==> config.mk <==
export PLATFORM = sky130hd
export DESIGN_NAME = dbg_apb_master
export DESIGN_NICKNAME = d
export VERILOG_FILES = /design/src/rtl/dbg_apb_master.sv
export SDC_FILE = /design/constraint.sdc
export NUM_CORES = 1
export LEC_CHECK = 0
export ABC_AREA = 1
export CORE_ASPECT_RATIO = 0.7
export CORE_MARGIN = 1.5
export CORE_UTILIZATION = 44
export CTS_CLUSTER_DIAMETER = 100
export DETAILED_ROUTE_END_ITERATION = 10
export PLACE_DENSITY = 0.81
export SYNTH_ARGS = -nofsm -noshare
export SYNTH_HDL_FRONTEND = slang
export SYNTH_SLANG_ARGS = --single-unit
==> constraint.sdc <==
create_clock -name clk -period 2.9 [get_ports clk]
set_input_delay 0.29 -clock clk [delete_from_list [all_inputs] [get_ports clk]]
set_output_delay 0.29 -clock clk [all_outputs]
set_load 0.05 [all_outputs]
==> src/rtl/dbg_apb_master.sv <==
// dbg_apb_master: turns valid/ready debug requests into single APB transfers,
// returning read data or a timeout error on a valid/ready response channel.
module dbg_apb_master #(
   parameter int ADDR_WIDTH     = 5,
   parameter int WDATA_WIDTH    = 32,
   parameter int RDATA_WIDTH    = 32,
   parameter int TIMEOUT_CYCLES = 255
) (
   input  logic                   clk,
   input  logic                   rst,
   input  logic                   req_valid,
   output logic                   req_ready,
   input  logic                   req_wr_rd,
   input  logic [ADDR_WIDTH-1:0]  req_addr,
   input  logic [WDATA_WIDTH-1:0] req_wdata,
   output logic                   rsp_valid,
   input  logic                   rsp_ready,
   output logic [RDATA_WIDTH-1:0] rsp_rdata,
   output logic                   rsp_err,
   output logic [ADDR_WIDTH-1:0]  apb_addr,
   output logic                   apb_sel,
   output logic                   apb_enable,
   output logic                   apb_wr_rd,
   output logic [WDATA_WIDTH-1:0] apb_wdata,
   input  logic                   apb_ready,
   input  logic [RDATA_WIDTH-1:0] apb_rdata
);
   // a disabled timeout still keeps a 1-bit counter so no zero-width vector appears
   localparam int CW = TIMEOUT_CYCLES > 0 ? $clog2(TIMEOUT_CYCLES + 1) : 1;
   localparam logic [CW-1:0] CNT_LAST = CW'(TIMEOUT_CYCLES > 0 ? TIMEOUT_CYCLES - 1 : 0);

   typedef enum logic [1:0] {IDLE, SETUP, ACCESS, RESP} state_t;

   state_t                 state, state_nx;
   logic [CW-1:0]          cnt, cnt_nx;
   logic                   sel_nx, en_nx, wr_nx, rv_nx, err_nx, timeout;
   logic [ADDR_WIDTH-1:0]  addr_nx;
   logic [WDATA_WIDTH-1:0] wdata_nx;
   logic [RDATA_WIDTH-1:0] rdata_nx;

   assign timeout   = (TIMEOUT_CYCLES != 0) && (cnt == CNT_LAST);
   assign req_ready = (state == IDLE) && !rst;

   always_ff @(posedge clk or posedge rst) begin
      if (rst) state <= IDLE;
      else     state <= state_nx;
   end

   always_comb begin
      state_nx = state;
      case (state)
         IDLE:    state_nx = (req_valid && req_ready) ? SETUP : IDLE;
         SETUP:   state_nx = ACCESS;
         ACCESS:  state_nx = (apb_ready || timeout) ? RESP : ACCESS;
         RESP:    state_nx = rsp_ready ? IDLE : RESP;
         default: state_nx = IDLE;
      endcase
   end

   // next values of the registered outputs; ready beats a coincident timeout
   always_comb begin
      sel_nx   = apb_sel;
      en_nx    = apb_enable;
      wr_nx    = apb_wr_rd;
      addr_nx  = apb_addr;
      wdata_nx = apb_wdata;
      rv_nx    = rsp_valid;
      err_nx   = rsp_err;
      rdata_nx = rsp_rdata;
      cnt_nx   = cnt;
      case (state)
         IDLE: if (req_valid && req_ready) begin
            sel_nx   = 1'b1;
            en_nx    = 1'b0;
            wr_nx    = req_wr_rd;
            addr_nx  = req_addr;
            wdata_nx = req_wdata;
         end
         SETUP: begin
            en_nx  = 1'b1;
            cnt_nx = '0;
         end
         ACCESS: if (apb_ready || timeout) begin
            sel_nx   = 1'b0;
            en_nx    = 1'b0;
            rv_nx    = 1'b1;
            err_nx   = !apb_ready;
            rdata_nx = (apb_ready && !apb_wr_rd) ? apb_rdata : '0;
         end else begin
            cnt_nx = (cnt == '1) ? cnt : cnt + 1'b1;
         end
         RESP: if (rsp_ready) rv_nx = 1'b0;
         default: ;
      endcase
   end

   always_ff @(posedge clk or posedge rst) begin
      if (rst) begin
         apb_sel    <= 1'b0;
         apb_enable <= 1'b0;
         apb_wr_rd  <= 1'b0;
         apb_addr   <= '0;
         apb_wdata  <= '0;
         rsp_valid  <= 1'b0;
         rsp_err    <= 1'b0;
         rsp_rdata  <= '0;
         cnt        <= '0;
      end else begin
         apb_sel    <= sel_nx;
         apb_enable <= en_nx;
         apb_wr_rd  <= wr_nx;
         apb_addr   <= addr_nx;
         apb_wdata  <= wdata_nx;
         rsp_valid  <= rv_nx;
         rsp_err    <= err_nx;
         rsp_rdata  <= rdata_nx;
         cnt        <= cnt_nx;
      end
   end
endmodule
==> summary.txt <==
Setup path
  • Setup crit end kind: output pin
  • Critical Path Start Type: flop
  • R2R Path Start: cnt[0]$_DFFE_PP0P_
  • Critical Path AT: 1720 ps
  • Setup Crit Path Kind: flop to output pin
  • Critical Path RT: 2610 ps
  • R2R depth: 9
  • Worst R2R End: rsp_rdata[29]$_DFFE_PP0P_
  • Register-to-register setup slack: 1230 ps
  • CP startpoint: state[0]$_DFF_PP0_
  • Maximum fanout along the worst path: 39

Route
  • Wire per inst: 13.8 um
  • Via/cell ratio: 4.91
  • Residual DRC: 0
  • Initial DRC Count: 118
  • Final ANT Viol Nets: 0
  • Final wirelength: 9240 um
  • Via count: 3286
  • DRT Pass-1 Iters: 4

Synth
  • Synth Area in XOR/XNOR: 0.232%
  • Simple-gate share of the synthesized area: 28.7%
  • Yosys reg bits: 84
  • Compound-Gate Fraction of Synth Area: 8.86%
  • Seq/Total Area, Yosys: 55.8%
  • Post-Synth Adder-Cell Area: 0.664%
  • Syn Nets: 494
  • Distinct cell type count after synthesis: 24
  • Most used flip-flop cell after synthesis: dfrtp_1
  • Synthesized instance count: 417
  • Mean post-synth cell area: 9.04 um2
  • Ys async rst share: 100%
  • Yosys warnings: 0
  • Number of flops mapped to enable cells by yosys: 0
  • Cell area after synthesis: 0.00377 mm2
  • Multiplexer share of the synthesized area: 0%
  • Largest family of logic cells by synthesized area: simple AND/OR/NAND/NOR gates

STA
  • Max Clock Skew: 4.51 ps
  • Setup TNS: 0 ps
  • Max frequency: 497 MHz
  • Tcrit/Tclk final: 69.3%
  • Final WS setup: 889 ps
  • Final Hold Fails: 0
  • Worst-margin pin slew: 561 ps
  • Tmin final: 2010 ps
  • Hold slack: 405 ps
  • Final Max Slew Viols: 0
  • Slew headroom: 62.5%
  • Count of final setup violators: 0
  • RSZ-0062 raised after global routing: false

Run status
  • Status: finished clean

Placement
  • Final RePlAce weighted congestion: 0.862
  • Dpl ws: 1050 ps
  • Port-buffer cells: 149
  • Hpwl dp: 6340 um

Job
  • Max_cap viols: 0

Clock tree
  • Clock Latency Late Sink: 330 ps
  • Sink Count: 84
  • CTS root buffer: clkbuf_16
  • Setup bufs post-CTS: 0
  • CTS Buf Count: 9
  • H-tree depth: 3
  • Post-cts repair resize count: 0
  • Hold-fix buffers, CTS: 0
  • CTS tree: yes
  • Max Buffers Root-to-Sink: 2
  • Clock Pin Slew Worst Setup and Hold Paths: 60 ps

Floorplanning
  • Die Span X: 114 um
  • IO Count: 150
  • Starting Density: 45.0%
  • Die area: 0.00914 mm2
  • Core area: 0.00837 mm2
  • Core Rows: 28
  • Die Y: 80.4 um

Final layout
  • Nets: 636
  • Commonest non-fill, non-tap cells in the layout: nand2_1 (177), clkdlybuf4s50_1 (148), dfrtp_1 (84), nand3_1 (54), o21ai_2 (33)
  • Fraction of layout cells with a size suffix above 1: 11.5%
  • Syn-to-layout area delta: 47.2%
  • Ant diodes: 0
  • Most common cell after layout, fill and taps aside: nand2_1

Pwr
  • Worst vdd ir: 0.701 mV
  • Leakage: 2.58 nW
  • Power density over cell area: 1290 mW/mm2

Global route
  • Gr ovfl total: 0
  • GRT Overall Usage: 21.1%
  • Vias in the first global route: 3151
  • Largest net degree at the start of global routing: 74
  • First-pass GRT wire length: 15100 um
  • Antenna violations before repair: 0

Hold path
  • Min-Delay Path Class: primary input to async pin
-- synth_stat cells, types with 3 or more instances --
cell	n	area, um2
nand2_1	177	664
dfrtp_1	84	2100
nand3_1	54	270
o21ai_2	33	289
inv_1	12	45.0
buf_2	11	55.1
nor2_1	11	41.3
buf_6	7	78.8
nand2_2	4	25.0
inv_2	3	11.3
o21bai_1	3	22.5
-- worst max-delay path, cell delays in order (launching register included) --
cell,delay (ps)
dfrtp_1,460
nor2_1,140
inv_2,70
nor2_4,80
buf_4,350
buf_4,270
-- how the worst max path moves through the flow --
| stage | depth (start not counted) | slack [ps] | end |
|---|---|---|---|
| after detailed placement | 4 | 1050 | req_ready |
| after global placement | 4 | 1080 | req_ready |
| final | 5 | 890 | req_ready |
| after floorplan | 1 | 440 | apb_addr[0]$_DFFE_PP0P_ |
| after CTS | 5 | 870 | req_ready |
| after global routing | 5 | 800 | req_ready |
-- state kept, by name, indices dropped and copies added, names as in the netlist --
register	cells
rsp_rdata	32
apb_wdata	32
apb_wr_rd	1
apb_sel	1
rsp_err	1
cnt	8
apb_enable	1
apb_addr	5
state	2
rsp_valid	1
-- layout make-up --
type                       instances  area (um2)
inverter                          15        57.6
fill                             702        2830
tap                              105         131
clock inverter                     2        10.0
clock buffer                      14         254
multi-input combinational        295        1450
timing repair buffer             154        1540
sequential                        84        2100
-- per-layer routing --
layer | share of wire [%] | routed length [um] | GRT usage, % | vias up
met1 | 45 | 4180 | 26.6 | 1529
met3 | 10 | 953 | 9.21 | 12
met2 | 43 | 3990 | 33.2 | 134
li1 | - | - | - | 1611
met4 | 1.3 | 117 | 6.25 | 0
met5 | 0 | 0 | 0 | -
-- cells by family after synthesis --
kind of cell / Yosys count
XOR/XNOR: 1
flip-flops: 84
AO/OA/AOI/OAI: 40
adder cells (fa/ha/maj): 2
AND/OR/NAND/NOR: 252
buffers and inverters: 38
-- power by group --
group	leakage (nW)	switching [W]	total [W]	internal, W
sequential	1.08	0.000333	0.00205	0.00171
combinational	1.37	0.00280	0.00410	0.00129
clock	0.131	0.000435	0.00104	0.000602
total	2.58	0.00357	0.00718	0.00361
-- per-stage QoR --
| stage | total power, W | utilization, % | cell area, um2 | instances |
|---|---|---|---|---|
| floorplan | 0.00483 | - | 3770 | 417 |
| global placement | 0.00609 | 63.1 | 5280 | 653 |
| detailed placement | 0.00617 | 63.1 | 5280 | 653 |
| CTS | 0.00724 | 66.2 | 5550 | 669 |
| global route | 0.00756 | 66.2 | 5550 | 669 |
| finish | 0.00718 | 66.2 | 5550 | 669 |
Note: power is estimated with default switching activity, not from simulation.
